==> src/rtl/rf_dump_uart.sv <==
// rf_dump_uart: walks every register-file address through one read port and
// streams each word MSB-byte-first over a UART 8N1 transmit line.
module rf_dump_uart #(
  parameter int unsigned A_WIDTH      = 5,
  parameter int unsigned D_WIDTH      = 32,
  parameter int unsigned CLKS_PER_BIT = 868
) (
  input  logic               clk,
  input  logic               rst,
  input  logic               start,
  output logic [A_WIDTH-1:0] rd_addr,
  input  logic [D_WIDTH-1:0] rd_data,
  output logic               tx,
  output logic               busy,
  output logic               done
);

  localparam int unsigned NBYTES = D_WIDTH / 8;
  localparam int unsigned BYTE_W = (NBYTES > 1) ? $clog2(NBYTES) : 1;
  localparam int unsigned BAUD_W = $clog2(CLKS_PER_BIT);

  localparam logic [BAUD_W-1:0]  BAUD_LAST = BAUD_W'(CLKS_PER_BIT - 1);
  localparam logic [BYTE_W-1:0]  BYTE_LAST = BYTE_W'(NBYTES - 1);
  localparam logic [A_WIDTH-1:0] ADDR_LAST = '1;

  typedef enum logic [2:0] {
    S_IDLE,
    S_ADDR,
    S_LOAD,
    S_START,
    S_DATA,
    S_STOP,
    S_DONE
  } state_t;

  state_t              r_state;
  state_t              w_next;
  logic [BAUD_W-1:0]   r_baud;
  logic [2:0]          r_bit;
  logic [BYTE_W-1:0]   r_byte_cnt;
  logic [A_WIDTH-1:0]  r_rd_addr;
  logic [D_WIDTH-1:0]  r_shift;
  logic                r_tx;
  logic                r_busy;
  logic                r_done;
  logic                w_tx;
  logic                w_baud_last;
  logic [7:0]          w_byte;

  assign w_baud_last = (r_baud == BAUD_LAST);
  // The byte on the wire is always the top byte of the shift word.
  assign w_byte      = r_shift[D_WIDTH-1 -: 8];

  assign rd_addr = r_rd_addr;
  assign tx      = r_tx;
  assign busy    = r_busy;
  assign done    = r_done;

  // State register.
  always_ff @(posedge clk or posedge rst) begin
    if (rst) begin
      r_state <= S_IDLE;
    end else begin
      r_state <= w_next;
    end
  end

  // Next-state and line-level decode; a start seen while done is still
  // showing belongs to the DONE cycle and is dropped.
  always_comb begin
    w_next = r_state;
    w_tx   = 1'b1;
    case (r_state)
      S_IDLE: begin
        if (start && !r_done) w_next = S_ADDR;
      end
      S_ADDR: w_next = S_LOAD;
      S_LOAD: w_next = S_START;
      S_START: begin
        w_tx = 1'b0;
        if (w_baud_last) w_next = S_DATA;
      end
      S_DATA: begin
        w_tx = w_byte[r_bit];
        if (w_baud_last && (r_bit == 3'd7)) w_next = S_STOP;
      end
      S_STOP: begin
        if (w_baud_last) begin
          if (r_byte_cnt != BYTE_LAST) begin
            w_next = S_START;
          end else if (r_rd_addr != ADDR_LAST) begin
            w_next = S_ADDR;
          end else begin
            w_next = S_DONE;
          end
        end
      end
      S_DONE: w_next = S_IDLE;
      default: w_next = S_IDLE;
    endcase
  end

  // Baud, bit and byte counters plus the captured word.
  always_ff @(posedge clk or posedge rst) begin
    if (rst) begin
      r_baud     <= '0;
      r_bit      <= '0;
      r_byte_cnt <= '0;
      r_shift    <= '0;
    end else begin
      if ((r_state == S_START) || (r_state == S_DATA) || (r_state == S_STOP)) begin
        r_baud <= w_baud_last ? '0 : r_baud + BAUD_W'(1);
      end else begin
        r_baud <= '0;
      end

      if (r_state == S_DATA) begin
        if (w_baud_last) r_bit <= r_bit + 3'd1;
      end else begin
        r_bit <= '0;
      end

      if (r_state == S_LOAD) begin
        r_shift    <= rd_data;
        r_byte_cnt <= '0;
      end else if ((r_state == S_STOP) && (w_next == S_START)) begin
        r_shift    <= r_shift << 8;
        r_byte_cnt <= r_byte_cnt + BYTE_W'(1);
      end
    end
  end

  // Read address: cleared on accept and on leaving DONE, bumped per register.
  always_ff @(posedge clk or posedge rst) begin
    if (rst) begin
      r_rd_addr <= '0;
    end else if ((r_state == S_IDLE) && (w_next == S_ADDR)) begin
      r_rd_addr <= '0;
    end else if ((r_state == S_STOP) && (w_next == S_ADDR)) begin
      r_rd_addr <= r_rd_addr + A_WIDTH'(1);
    end else if (r_state == S_DONE) begin
      r_rd_addr <= '0;
    end
  end

  // Registered line and status; busy covers the visible done pulse.
  always_ff @(posedge clk or posedge rst) begin
    if (rst) begin
      r_tx   <= 1'b1;
      r_busy <= 1'b0;
      r_done <= 1'b0;
    end else begin
      r_tx   <= w_tx;
      r_busy <= (w_next != S_IDLE) || (r_state == S_DONE);
      r_done <= (r_state == S_DONE);
    end
  end

endmodule
==> config.mk <==
export PLATFORM = sky130hd
export DESIGN_NAME = rf_dump_uart
export DESIGN_NICKNAME = d
export VERILOG_FILES = /design/src/rtl/rf_dump_uart.sv
export SDC_FILE = /design/constraint.sdc
export NUM_CORES = 1
export LEC_CHECK = 0
export CAP_MARGIN = 40
export CORE_MARGIN = 10
export CORE_UTILIZATION = 45
export CTS_CLUSTER_SIZE = 16
export DETAILED_ROUTE_END_ITERATION = 6
export GPL_ROUTABILITY_DRIVEN = 0
export HOLD_SLACK_MARGIN = 0.05
export PLACE_DENSITY = 0.71
export SYNTH_ARGS = -nofsm -noshare
export SYNTH_HDL_FRONTEND = slang
export SYNTH_SLANG_ARGS = --single-unit
==> constraint.sdc <==
create_clock -name clk -period 1.93 [get_ports clk]
set_input_delay 0.193 -clock clk [delete_from_list [all_inputs] [get_ports clk]]
set_output_delay 0.193 -clock clk [all_outputs]
set_load 0.005 [all_outputs]
# ---- Word-level counts from Yosys, hierarchy flattened
# Cells that the tools add are included.
dict set report classes {
  addsub 4
  n_lt_le_gt_ge 1
  eq_ne 13
  mux 21
  n_reduce_logical 13
}
# operator n
set op_table {}
lappend op_table {{32-bit 2-to-1 mux} 2}
lappend op_table {{3-bit 2-to-1 mux} 8}
lappend op_table {{10-bit 2-to-1 mux} 2}
lappend op_table {{3-bit case mux with 6 select lines} 1}
lappend op_table {{5-bit 2-to-1 mux} 3}
lappend op_table {{3-bit == test, second input constant} 4}
lappend op_table {{10-bit by 1-bit adder with 10-bit output, second input constant} 1}
lappend op_table {{10-bit == test, second input constant} 1}
lappend op_table {{3-bit by 2-bit == test with 1-bit output, second input constant} 3}
lappend op_table {{3-bit by 1-bit == test with 1-bit output, second input constant} 2}
lappend op_table {{3-bit nonzero test} 2}
lappend op_table {{5-bit by 1-bit adder with 5-bit output, second input constant} 1}
lappend op_table {{1-bit logical AND} 5}
lappend op_table {{5-bit != test, second input constant} 1}
lappend op_table {{3-bit by 4-bit < comparator with 1-bit output, second input constant} 1}
lappend op_table {{2-bit 2-to-1 mux} 2}
lappend op_table {{2-bit != test, second input constant} 2}
lappend op_table {{3-bit by 1-bit adder with 3-bit output, second input constant} 1}
lappend op_table {{1-bit binary-select mux with 3-bit select} 1}
lappend op_table {{3-bit zero test} 1}
lappend op_table {{1-bit logical OR} 3}
lappend op_table {{2-bit by 1-bit adder with 2-bit output, second input constant} 1}
lappend op_table {{1-bit case mux with 2 select lines} 1}
lappend op_table {{2-bit nonzero test} 1}
lappend op_table {{2 further kinds} 2}
dict set report totals {
  register_bits 58
  in_bits 35
  wordCells 61
}

# ---- Depth between registers and ports, before layout
dict set report logic_depth {
  ltp_word 9
  depth_mapped 8
}

# ---- Worst setup path before layout
# OpenSTA, ideal clock, no wires.
dict set report synth_path {
  path_type {reg2reg}
  from {register r_rd_addr[0] (netlist: rd_addr[0])}
  to {register r_busy (netlist: busy)}
  t_arrival_ns 1.784
  slack_ns 0.015
  path_stages_with_launch 9
  path_buffers 0
  period_less_slack_ns 1.915
  path_cell_list {dfrtp_1 > ha_1 > and3_1 > ha_1 > nand2b_1 > nand4_1 > a22oi_1 > mux2i_1 > or3b_1}
}
dict set report synth_between {
  elab_chain_len 7
}
# element line_no
set synth_lines {}
lappend synth_lines {{start: declaration} 41} ;# logic [A_WIDTH-1:0] r_rd_addr;
lappend synth_lines {{start signal: assignment} 140} ;# r_rd_addr <= r_rd_addr + A_WIDTH'(1);
lappend synth_lines {{5-bit != test} 91} ;# end else if (r_rd_addr != ADDR_LAST) begin
lappend synth_lines {{3-bit 2-to-1 mux} 91}
lappend synth_lines {{3-bit 2-to-1 mux} 89} ;# if (r_byte_cnt != BYTE_LAST) begin
lappend synth_lines {{3-bit 2-to-1 mux} 88} ;# if (w_baud_last) begin
lappend synth_lines {{3-bit case mux with 6 select lines} 73} ;# case (r_state)
lappend synth_lines {{3-bit nonzero test} 154} ;# r_busy <= (w_next != S_IDLE) || (r_state == S_DONE);
lappend synth_lines {{1-bit logical OR} 154}
lappend synth_lines {{end signal: assignment} 154}
lappend synth_lines {{end: declaration} 44} ;# logic r_busy;
# Every way passes these cells.
# A chain may end at the register's enable or synchronous reset.

# ---- Worst setup path in the final report
# Same ends and word-level chain as after synthesis.

==> flow_metrics.env <==
export IMPL_slew_viol_final=0
export IMPL_track_usage_pct=13.5
export IMPL_finalClockSkew_ns=0.00669
export IMPL_syn_to_final_growth_pct=31.0
export IMPL_post_route_period_util_pct=95.8
export IMPL_die_h_um=99.4
export IMPL_drive_above_1_share_pct=14.6
export IMPL_grt_pass1_wl_um=11000
export IMPL_drc=0
export IMPL_holdWs_ns=0.162
export IMPL_cts_tree="built"
export IMPL_final_nets=400
export IMPL_yosys_area_share_simple_pct=25.5
export IMPL_clkPwrFrac_pct=49.7
export IMPL_synth_warnings=0
export IMPL_synth_seq_cells=58
export IMPL_power_leakage_uw=0.00167
export IMPL_synth_edff_count=0
export IMPL_antenna_found_initial=0
export IMPL_async_flop_share_pct=100
export IMPL_ys_seq_area_share_pct=51.2
export IMPL_wl_um=6450
export IMPL_die_area_um2=9880
export IMPL_wire_per_inst_um=14.7
export IMPL_fp_dieW_um=99.4
export IMPL_crit_fanout=3
export IMPL_diodes=0
export IMPL_vias=2351
export IMPL_io_buffers=42
export IMPL_outcome="complete, no violations"
export IMPL_ant_nets=0
export IMPL_ir_drop_uv=584
export IMPL_core_um2=6030
export IMPL_internal_power_uw=2260
export IMPL_cts_buffers_inserted=9
export IMPL_worstPathRequired_ns=2.15
export IMPL_report_final_hold_viol_count=0
export IMPL_tightest_slew_ns=0.411
export IMPL_cts_htree_levels=3
export IMPL_clock_latency_ns=0.34
export IMPL_maxSlewHeadroom_pct=72.6
export IMPL_end_kind="register"
export IMPL_timing_critical_path_arrival_ns=2.07
export IMPL_finalSetupViolCount=0
export IMPL_min_period_ns=1.85
export IMPL_io_pins=43
export IMPL_via_per_inst=5.36
export IMPL_p_sw_uw=549
export IMPL_path_clk_slew_ns=0.06
export IMPL_ys_types=41
export IMPL_rows=28
export IMPL_drt_iter0_drc=174
export IMPL_syn_avg_cell_area_um2=9.30
export IMPL_swShare_pct=19.5
export IMPL_cts_hold_buf=0
export IMPL_rsz0062_at_grt="true"
export IMPL_worstHoldPathType="in2async"
export IMPL_grt_pass1_vias=2372
export IMPL_ys_flop_type="dfrtp_1"
export IMPL_synthesis_nets=346
export IMPL_final_core_util_pct=61.7
export IMPL_startpoint_type="register"
export IMPL_clk_path_buf_depth=2
export IMPL_firstDrtPassIters=4
export IMPL_start_util_pct=47.1
export IMPL_fmax_mhz=541
export IMPL_dp_hpwl_um=4450
export IMPL_combPwrFrac_pct=5.1
export IMPL_syn_inst=305
export IMPL_cts_root_buf="clkbuf_8"
export IMPL_critPathKind="reg2reg"
export IMPL_synth_cell_area_um2=2840
export IMPL_yosys_area_share_xor_xnor_pct=3.09
export IMPL_seqPwrFrac_pct=45.1
export IMPL_grt_max_degree=53
export IMPL_synthMuxAreaShare_pct=3.22
export IMPL_synth_compound_area_share_pct=9.84
export IMPL_power_density_nw_per_um2=757
export IMPL_cap_violations=0
export IMPL_synth_top_family_by_area="simple AND/OR/NAND/NOR gates"
export IMPL_cts_sinks=58
export IMPL_synth_fa_ha_area_share_pct=2.65
export IMPL_overflow=0
## cell type report
cell class              instances  area [µm²]
inverters                       3        11.3
repair buffers                 61         629
multi-input cells             226        1280
fillers                       497        2310
clock buffers                  11         151
flip-flops and latches         58        1450
clock inverters                 5         100
well taps                      75        93.8
## cell usage in the layout, fill, tap and decap left out, types with 3 or more instances in the layout
| cell type | Yosys | routed |
|---|---|---|
| bufinv_16 | 0 | 3 |
| o21ai_0 | 5 | 4 |
| buf_12 | 0 | 5 |
| a31oi_1 | 21 | 21 |
| nor2b_1 | 5 | 5 |
| dfrtp_1 | 57 | 57 |
| ha_2 | 0 | 3 |
| clkdlybuf4s50_1 | 0 | 42 |
| a21oi_1 | 12 | 12 |
| ha_1 | 6 | 3 |
| clkbuf_8 | 0 | 11 |
| nand2_1 | 77 | 77 |
| xnor2_1 | 6 | 6 |
| nand4_1 | 3 | 3 |
| nor2_1 | 41 | 41 |
| xor2_1 | 4 | 4 |
| buf_4 | 2 | 13 |
| nand3_1 | 15 | 15 |
## final timing paths
kind	start	endpoint	slack, ns	cells past startpoint
setup reg to reg	rd_addr[0]$_DFFE_PP0P_	busy$_DFF_PP0_	0.08	8
hold reg to reg	r_shift[2]$_DFFE_PP0P_	r_shift[2]$_DFFE_PP0P_	0.50	2
hold / removal	rst	r_shift[7]$_DFFE_PP0P_	0.16	2
max in group asynchronous	rst	r_shift[4]$_DFFE_PP0P_	1.28	3
setup / recovery	rd_addr[0]$_DFFE_PP0P_	busy$_DFF_PP0_	0.08	8
min in group clk	rd_data[1]	r_shift[1]$_DFFE_PP0P_	0.38	3
## metrics by stage
| stage | setup TNS [ns] | power [µW] | instances | instance area (µm²) | setup WS, ns |
|---|---|---|---|---|---|
| 2_1_floorplan | 0 | 1340 | 305 | 2840 | 0.0147 |
| 3_3_place_gp | 0 | 1430 | 422 | 3430 | 0.0718 |
| 3_5_place_dp | 0 | 1440 | 422 | 3430 | 0.0333 |
| 4_1_cts | 0 | 2840 | 438 | 3680 | 0.0218 |
| 5_1_grt | -0.126 | 2910 | 439 | 3720 | -0.0320 |
| 6_report | 0 | 2810 | 439 | 3720 | 0.0810 |
## synthesized netlist by cell type, types with 2 or more instances
master | count | area [µm²]
nand2_1 | 77 | 289
dfrtp_1 | 57 | 1430
nor2_1 | 41 | 154
a31oi_1 | 21 | 131
nand3_1 | 15 | 75.1
a21oi_1 | 12 | 60.1
clkbuf_1 | 6 | 22.5
ha_1 | 6 | 75.1
xnor2_1 | 6 | 52.6
buf_6 | 5 | 56.3
nor2b_1 | 5 | 31.3
o21ai_0 | 5 | 25.0
buf_2 | 4 | 20.0
xor2_1 | 4 | 35.0
and3_1 | 3 | 18.8
inv_1 | 3 | 11.3
nand4_1 | 3 | 18.8
a21o_1 | 2 | 15.0
and2_1 | 2 | 12.5
and3b_1 | 2 | 17.5
buf_4 | 2 | 15.0
mux2i_1 | 2 | 20.0
mux4_2 | 2 | 45.0
nand2b_1 | 2 | 12.5
nor2_4 | 2 | 22.5
## logic make-up (layout without fill, tap and decap cells)
logic type | count (synthesis) | count (layout)
simple gates | 159 | 159
mux | 6 | 6
xor+xnor | 10 | 10
buf+inv | 21 | 80
fa+ha+maj | 6 | 6
flops | 58 | 58
compound gates | 45 | 45
## routing by layer
layer | share of wire [%] | up-vias | wire, µm | GRT usage, %
met5 | 0 | - | 0 | 0
met4 | 1.2 | 0 | 75 | 4.63
met3 | 5.1 | 6 | 326 | 4.78
met2 | 50 | 62 | 3250 | 22.0
met1 | 43 | 1138 | 2790 | 16.1
li1 | - | 1145 | - | -
## power by group through the flow
stage / sequential [µW] / clock, µW / combinational, µW
floorplan: 1280 / 0 / 51.7
global route: 1270 / 1480 / 162
global placement: 1290 / 0 / 144
detailed placement: 1290 / 0 / 146
finish: 1270 / 1400 / 144
CTS: 1270 / 1430 / 147
## critical path: stages, from the launching register on
cell and delay (ns):
dfrtp_1 0.39, ha_2 0.19, and3_1 0.18, ha_2 0.18, nand2b_4 0.14, nand4_1 0.09, a22oi_1 0.09, mux2i_1 0.13
or3b_1 0.35
## sequential cells by signal, summed over array words and instances (netlist names), 2 cells and up
signal	count
r_baud	10
r_bit	3
r_byte_cnt	2
r_shift	32
r_state	3
rd_addr	5
## what timing repair did
action,in CTS,in global routing
resized for setup,0,7
setup buffers,0,1
setup endpoints to repair,0,15
Power figures use the tool's default switching activity.
